<file path="config.mk">
export PLATFORM = sky130hd
export DESIGN_NAME = sd_frame_wr_sched
export DESIGN_NICKNAME = d
export VERILOG_FILES = /design/src/rtl/sd_sched_pkg.sv /design/src/rtl/sd_sect_addr_gen.sv /design/src/rtl/sd_frame_wr_sched.sv
export SDC_FILE = /design/constraint.sdc
export NUM_CORES = 1
export LEC_CHECK = 0
export ABC_AREA = 0
export CORE_MARGIN = 4
export CORE_UTILIZATION = 50
export DETAILED_ROUTE_END_ITERATION = 8
export PLACE_DENSITY = 0.75
export SYNTH_ARGS = -nofsm -noshare
export SYNTH_HDL_FRONTEND = slang
export SYNTH_SLANG_ARGS = --single-unit
</file>
<file path="constraint.sdc">
create_clock -name sys_clk -period 4.8 [get_ports sys_clk]
set_input_delay 0.96 -clock sys_clk [delete_from_list [all_inputs] [get_ports sys_clk]]
set_output_delay 0.96 -clock sys_clk [all_outputs]
set_load 0.03 [all_outputs]
</file>
<file path="src/rtl/sd_sched_pkg.sv">
// Shared types and frame-geometry constants for the SD-card frame write scheduler.
package sd_sched_pkg;

  typedef enum logic [2:0] {
    IDLE      = 3'd0,
    ARM       = 3'd1,
    WAIT_DATA = 3'd2,
    ISSUE     = 3'd3,
    WAIT_HI   = 3'd4,
    WAIT_LO   = 3'd5,
    NEXT      = 3'd6
  } sched_state_e;

  localparam int SECTOR_BYTES    = 512;
  localparam int FRAME_WIDTH     = 1280;
  localparam int FRAME_HEIGHT    = 800;
  localparam int BYTES_PER_PIXEL = 2;   // RGB565
  localparam int FRAME_BYTES     = FRAME_WIDTH * FRAME_HEIGHT * BYTES_PER_PIXEL;
  localparam int FRAME_SECTORS   = FRAME_BYTES / SECTOR_BYTES;
  localparam int SECTOR_WORD_CNT = SECTOR_BYTES / 2;

endpackage

</file>
<file path="src/rtl/sd_sect_addr_gen.sv">
// Frame slot and sector counters plus the slot base-address accumulator that
// produce the sector address handed to sd_ctrl.
module sd_sect_addr_gen
  import sd_sched_pkg::*;
#(
  parameter int          SECTORS_PER_FRAME = FRAME_SECTORS,
  parameter logic [31:0] START_SECTOR      = 32'd16000,
  parameter int          MAX_FRAMES        = 8
) (
  input  logic        sys_clk,
  input  logic        sys_rst,
  input  logic        clr_cnt,
  input  logic        load_addr,
  input  logic        sect_inc,
  output logic [31:0] wr_addr,
  output logic [2:0]  frame_idx,
  output logic [11:0] sect_cnt,
  output logic        last_sect
);

  logic [31:0] base_r;
  logic [31:0] wr_addr_r;
  logic [2:0]  frame_idx_r;
  logic [11:0] sect_cnt_r;
  logic        last_sect_s;

  assign last_sect_s = (sect_cnt_r == 12'(SECTORS_PER_FRAME - 1));

  // Counters, slot base (incremental add instead of a multiplier) and address register
  always_ff @(posedge sys_clk) begin
    if (sys_rst) begin
      base_r      <= START_SECTOR;
      wr_addr_r   <= START_SECTOR;
      frame_idx_r <= 3'd0;
      sect_cnt_r  <= 12'd0;
    end else begin
      if (clr_cnt) begin
        sect_cnt_r <= 12'd0;
      end else if (sect_inc) begin
        sect_cnt_r <= sect_cnt_r + 12'd1;
      end
      if (load_addr) begin
        wr_addr_r <= base_r + {20'd0, sect_cnt_r};
      end
      if (sect_inc && last_sect_s) begin
        if (frame_idx_r == 3'(MAX_FRAMES - 1)) begin
          frame_idx_r <= 3'd0;
          base_r      <= START_SECTOR;
        end else begin
          frame_idx_r <= frame_idx_r + 3'd1;
          base_r      <= base_r + 32'(SECTORS_PER_FRAME);
        end
      end
    end
  end

  assign wr_addr   = wr_addr_r;
  assign frame_idx = frame_idx_r;
  assign sect_cnt  = sect_cnt_r;
  assign last_sect = last_sect_s;

endmodule

</file>
<file path="src/rtl/sd_frame_wr_sched.sv">
// Sequences whole-frame dumps from the SD write FIFO into sd_ctrl one sector at
// a time, with busy-handshake tracking and a sticky timeout error.
module sd_frame_wr_sched
  import sd_sched_pkg::*;
#(
  parameter int          SECTOR_WORDS      = SECTOR_WORD_CNT,
  parameter int          SECTORS_PER_FRAME = FRAME_SECTORS,
  parameter logic [31:0] START_SECTOR      = 32'd16000,
  parameter int          MAX_FRAMES        = 8,
  parameter int          BUSY_TMO          = 1024
) (
  input  logic        sys_clk,
  input  logic        sys_rst,
  input  logic        capture_req,
  input  logic        frame_start,
  input  logic        init_end,
  input  logic [11:0] fifo_usedw,
  input  logic        wr_busy,
  output logic        fifo_clr,
  output logic        wr_en,
  output logic [31:0] wr_addr,
  output logic        sched_busy,
  output logic        frame_done,
  output logic [2:0]  frame_idx,
  output logic [11:0] sect_cnt,
  output logic        err
);

  localparam int TMO_W = $clog2(BUSY_TMO + 1);

  sched_state_e     state_r, state_nxt_s;
  logic [TMO_W-1:0] tmo_cnt_r;
  logic             fifo_clr_r, wr_en_r, sched_busy_r, frame_done_r, err_r;
  logic             arm_s, tmo_hit_s, last_sect_s;

  // Next-state decode
  always_comb begin
    state_nxt_s = state_r;
    arm_s       = 1'b0;
    tmo_hit_s   = 1'b0;
    case (state_r)
      IDLE: begin
        if (capture_req && init_end) begin
          state_nxt_s = ARM;
          arm_s       = 1'b1;
        end else begin
          state_nxt_s = IDLE;
        end
      end
      // frame_start coinciding with the clear pulse belongs to the old FIFO contents
      ARM: begin
        if (frame_start && !fifo_clr_r) begin
          state_nxt_s = WAIT_DATA;
        end else begin
          state_nxt_s = ARM;
        end
      end
      WAIT_DATA: begin
        if (fifo_usedw >= 12'(SECTOR_WORDS)) begin
          state_nxt_s = ISSUE;
        end else begin
          state_nxt_s = WAIT_DATA;
        end
      end
      ISSUE: state_nxt_s = WAIT_HI;
      WAIT_HI: begin
        if (wr_busy) begin
          state_nxt_s = WAIT_LO;
        end else if (tmo_cnt_r == TMO_W'(BUSY_TMO - 1)) begin
          state_nxt_s = IDLE;
          tmo_hit_s   = 1'b1;
        end else begin
          state_nxt_s = WAIT_HI;
        end
      end
      WAIT_LO: begin
        if (!wr_busy) begin
          state_nxt_s = NEXT;
        end else begin
          state_nxt_s = WAIT_LO;
        end
      end
      NEXT: begin
        if (last_sect_s) begin
          state_nxt_s = IDLE;
        end else begin
          state_nxt_s = WAIT_DATA;
        end
      end
      default: state_nxt_s = IDLE;
    endcase
  end

  // State register, busy timeout counter and registered outputs
  always_ff @(posedge sys_clk) begin
    if (sys_rst) begin
      state_r      <= IDLE;
      tmo_cnt_r    <= {TMO_W{1'b0}};
      fifo_clr_r   <= 1'b0;
      wr_en_r      <= 1'b0;
      sched_busy_r <= 1'b0;
      frame_done_r <= 1'b0;
      err_r        <= 1'b0;
    end else begin
      state_r      <= state_nxt_s;
      tmo_cnt_r    <= (state_r == WAIT_HI) ? tmo_cnt_r + TMO_W'(1'b1) : {TMO_W{1'b0}};
      fifo_clr_r   <= arm_s;
      wr_en_r      <= (state_r == ISSUE);
      sched_busy_r <= (state_nxt_s != IDLE);
      frame_done_r <= (state_r == NEXT) && last_sect_s;
      if (arm_s) begin
        err_r <= 1'b0;
      end else if (tmo_hit_s) begin
        err_r <= 1'b1;
      end
    end
  end

  sd_sect_addr_gen #(
    .SECTORS_PER_FRAME (SECTORS_PER_FRAME),
    .START_SECTOR      (START_SECTOR),
    .MAX_FRAMES        (MAX_FRAMES)
  ) u_addr_gen (
    .sys_clk   (sys_clk),
    .sys_rst   (sys_rst),
    .clr_cnt   (arm_s),
    .load_addr (state_r == ISSUE),
    .sect_inc  (state_r == NEXT),
    .wr_addr   (wr_addr),
    .frame_idx (frame_idx),
    .sect_cnt  (sect_cnt),
    .last_sect (last_sect_s)
  );

  assign fifo_clr   = fifo_clr_r;
  assign wr_en      = wr_en_r;
  assign sched_busy = sched_busy_r;
  assign frame_done = frame_done_r;
  assign err        = err_r;

endmodule

</file>
==> metrics.md <==
| Metric | Value |
|---|---|
| Vias per Instance | `a little under 6` |
| Clk Latency, worst-skew pair | `0.36 ns` |
| Vert. Die Dim | `between 100 and 150 um` |
| TritonCTS clock tree | `yes` |
| Area contributors post-synth | `dfxtp_1 (40%), xor2_1 (5.4%), nor2_1 (4.5%), nand3_1 (4.3%), nand2_1 (4.1%)` |
| CTS max path bufs | `2` |
| Layout Cells excl Fill | `around 720` |
| R2R cell count | `6` |
| FMAX | `roughly 0.33 GHz` |
| WP buf/inv | `1` |
| Pleak | `a little under 2 nW` |
| Routed length per instance | `between 15 and 20 um` |
| Layout area overhead | `18.0%` |
| Reg-to-reg slack, setup | `between 1.5 and 2 ns` |
| Syn_area_per_cell | `between 8 and 9 um2` |
| Mux cell area share after synthesis | `less than 1%` |
| Clock skew | `around 0.012 ns` |
| RSZ-0062 raised after global routing | `false` |
| Gpl congestion | `approximately 0.9` |
| Status | `finished clean` |
| TritonRoute pass-1 iters | `5` |
| Iter 0 DRT Violations | `about 220` |
| Hold_sp | `u_addr_gen.wr_addr[6]` |
| Tot GR Track Use | `between 20% and 30%` |
| Root Buffer | `clkbuf_8` |
| Worst-path maximum fanout | `17` |
| DP Wirelength | `around 8.3 mm` |
| # setup viols final | `0` |
| Sequential area share after synthesis | `39.9%` |
| Post-synth EDFFs | `0` |
| I/O Buffers | `between 60 and 70` |
| Worst EP required | `5.08 ns` |
| Die Width | `between 100 and 150 um` |
| Initial Utilization | `51.0%` |
| Synth Flop Type | `dfxtp_1` |
| CP arrival | `between 3 and 4 ns` |
| Max_slew headroom | `21.8%` |
| Util after Layout | `around 60%` |
| Worst slew pin tran | `about 1.2 ns` |
| Post-Place Setup Slack | `~1.7 ns` |
| Final Hold Viols | `0` |
| Async set or reset register ratio after synthesis | `0%` |
| Yosys reg bits | `93` |
| Worst Path Class, Setup | `reg -> reg` |
| Synth warnings | `0` |
| Layout cells sized above 1 | `under 10%` |
| CP max-delay cell | `nor4b_4` |
| Top-area cell type share of the netlist area | `between 30% and 40%` |
| Initial antenna violation count | `0` |
| CP delay by family, top | `simple AND/OR/NAND/NOR gates` |
| Max stage delay on crit path | `between 0.7 and 0.8 ns` |
| Largest net degree at the start of global routing | `38` |
| TritonCTS Sinks | `between 90 and 100` |
| Cells after Synth | `~560` |
| Max cap viols | `0` |
| Post-synthesis cell type count | `roughly 60` |
| Tot Pwr | `approximately 1.4 mW` |
| Die area | `about 11000 um2` |
| Adder-cell share of the synthesized area | `about 3.5%` |
| Reg2reg start | `state_r[2]` |
| Congestion Overflow GR | `0` |
| Detailed Route WL | `~12 mm` |
| Number of global-route vias before repair | `4162` |
| Synth Area in Simple Gates | `between 20 and 30%` |
| Yosys top cell by area | `dfxtp_1` |
| # diodes | `0` |
| Fill cells | `between 800 and 900` |
| Num CTS Buffers | `9` |
| Count of pins over their slew limit | `0` |
| Sum of negative setup slack | `0 ns` |
| Synth Cell Area | `roughly 4700 um2` |
| Worst path depth | `6` |
| Critical R2R Capture | `u_addr_gen.base_r[25]` |
| Via count | `4285` |
| Final ANT Viol Nets | `0` |
| First-pass GRT wire length | `~20 mm` |
| CTS Hold Bufs | `0` |
| Crit share post-route | `about 63%` |
| Setup repair bufs after CTS | `0` |
| Largest family of logic cells by synthesized area | `simple AND/OR/NAND/NOR gates` |
| DRC Markers | `0` |
| Crit. End Element | `flop` |
| Rows | `35` |
| Cell total after placement | `roughly 700` |
| Startpoint Class | `flop` |
| Nets | `633` |
| Worst hold path type | `reg -> reg` |
| Crit path from | `state_r[2]` |
| Peak supply drop | `0.135 mV` |
| Critical-path cell list | `nand3b_1 -> nor4b_4 -> buf_4 -> nand4_1 -> or3_1 -> a21oi_1` |
| P per Cell Area | `between 200 and 300 nW/um2` |
| Max H-tree Level | `3` |
| Num ports | `70` |
| Tmin final | `between 3 and 4 ns` |
| Worst-path clk slew | `around 0.1 ns` |
| Resize count post-CTS | `0` |
| Total core area | `9150 um2` |
| Post-synthesis compound-gate area fraction | `~15%` |
| Post-route setup slack | `1.77 ns` |
| Syn Nets | `594` |
| Synth Area in XOR/XNOR | `8.25%` |
| Critical Path Sink | `u_addr_gen.base_r[25]` |
==> state kept, by name, indices dropped and copies added (netlist names) <==
register and cells:
fifo_clr 1, sched_busy 1, tmo_cnt_r 11, u_addr_gen.wr_addr 32, wr_en 1, u_addr_gen.sect_cnt 12
state_r 3, u_addr_gen.frame_idx 3, frame_done 1, err 1, u_addr_gen.base_r 27
==> layout make-up <==
type	count	area [um2]	share of cell area (%)
Clock inverter	6	71.3	1.29
Multi-Input combinational cell	429	2660	48.2
Inverter	4	15.0	0.272
Tap cell	111	139	2.52
Clock buffer	10	128	2.32
Timing Repair Buffer	65	641	11.6
Sequential cell	93	1860	33.8
==> layout by cell type, fill, tap and decap left out, types with 3 or more instances in the layout <==
cell / Yosys / layout
a211oi_1: 3 / 3
a21o_1: 4 / 4
a21oi_1: 27 / 27
a311oi_1: 5 / 5
a31oi_1: 8 / 8
a32oi_1: 6 / 6
and2_1: 3 / 3
and3_1: 20 / 20
buf_4: 3 / 4
clkbuf_8: 0 / 9
clkdlybuf4s50_1: 0 / 61
dfxtp_1: 93 / 93
ha_1: 13 / 13
inv_1: 4 / 4
mux2i_1: 3 / 3
nand2_1: 51 / 51
nand2b_1: 4 / 4
nand3_1: 40 / 40
nand3b_1: 4 / 4
nand4_1: 17 / 17
nor2_1: 56 / 56
nor2b_1: 3 / 3
nor3_1: 13 / 13
nor4_1: 10 / 10
o211ai_1: 4 / 4
o21ai_0: 31 / 31
o31ai_1: 5 / 5
or3_1: 15 / 15
or4_1: 6 / 6
xnor2_1: 15 / 15
xor2_1: 29 / 29
==> synth_stat cells (3+ instances only) <==
cell type / instances
o211ai_1: 4
inv_1: 4
clkbuf_1: 26
ha_1: 13
a21oi_1: 27
nand2_1: 51
or4_1: 6
a32oi_1: 6
nand3b_1: 4
a211oi_1: 3
nor2_1: 56
nand3_1: 40
a31oi_1: 8
and2_1: 3
xor2_1: 29
a311oi_1: 5
o31ai_1: 5
buf_2: 7
xnor2_1: 15
nor3_1: 13
or3_1: 15
o21ai_0: 31
a21o_1: 4
nor2b_1: 3
and3_1: 20
nand2b_1: 4
buf_4: 3
nand4_1: 17
dfxtp_1: 93
mux2i_1: 3
nor4_1: 10
==> worst min path at each step <==
stage                                  endpoint  cells past startpoint
after floorplan                    tmo_cnt_r[0]                      1
after global placement    u_addr_gen.wr_addr[6]                      2
after detailed placement  u_addr_gen.wr_addr[6]                      2
after CTS                 u_addr_gen.wr_addr[6]                      2
after global routing      u_addr_gen.wr_addr[6]                      2
final                     u_addr_gen.wr_addr[6]                      2
==> cells by family after synthesis <==
| kind of cell | after synthesis |
|---|---|
| and+or+nand+nor | 261 |
| AOI/OAI and AO/OA | 107 |
| DFF | 93 |
| xor gates and xnor gates | 44 |
| buffers and inverters | 41 |
| adders and majority gates | 13 |
| muxes | 3 |
| other | 1 |
==> power by group <==
group          internal (mW)  switching [mW]
Sequential             0.778         0.00764
Combinational         0.0262          0.0410
Clock                  0.245           0.293
==> layer usage <==
layer	up-vias	GRT usage [%]	wire length, um
li1	2117	-	-
met1	2034	26.7	5080
met2	113	36.2	5730
met3	21	3.52	512
met4	0	9.09	235
met5	-	0	0
==> per-stage QoR <==
stage	area, um2	hold WS [ns]
after CTS	5510	0.459
after detailed placement	5310	0.444
final	5510	0.455
after global placement	5310	0.442
after floorplan	4670	0.430
after global routing	5510	0.474
==> worst min-delay path, cell delays in order, from the launching register on <==
cell	delay, ns
dfxtp_1	0.32
nand2_1	0.05
a21oi_1	0.05
(Power assumes the default switching activity.)
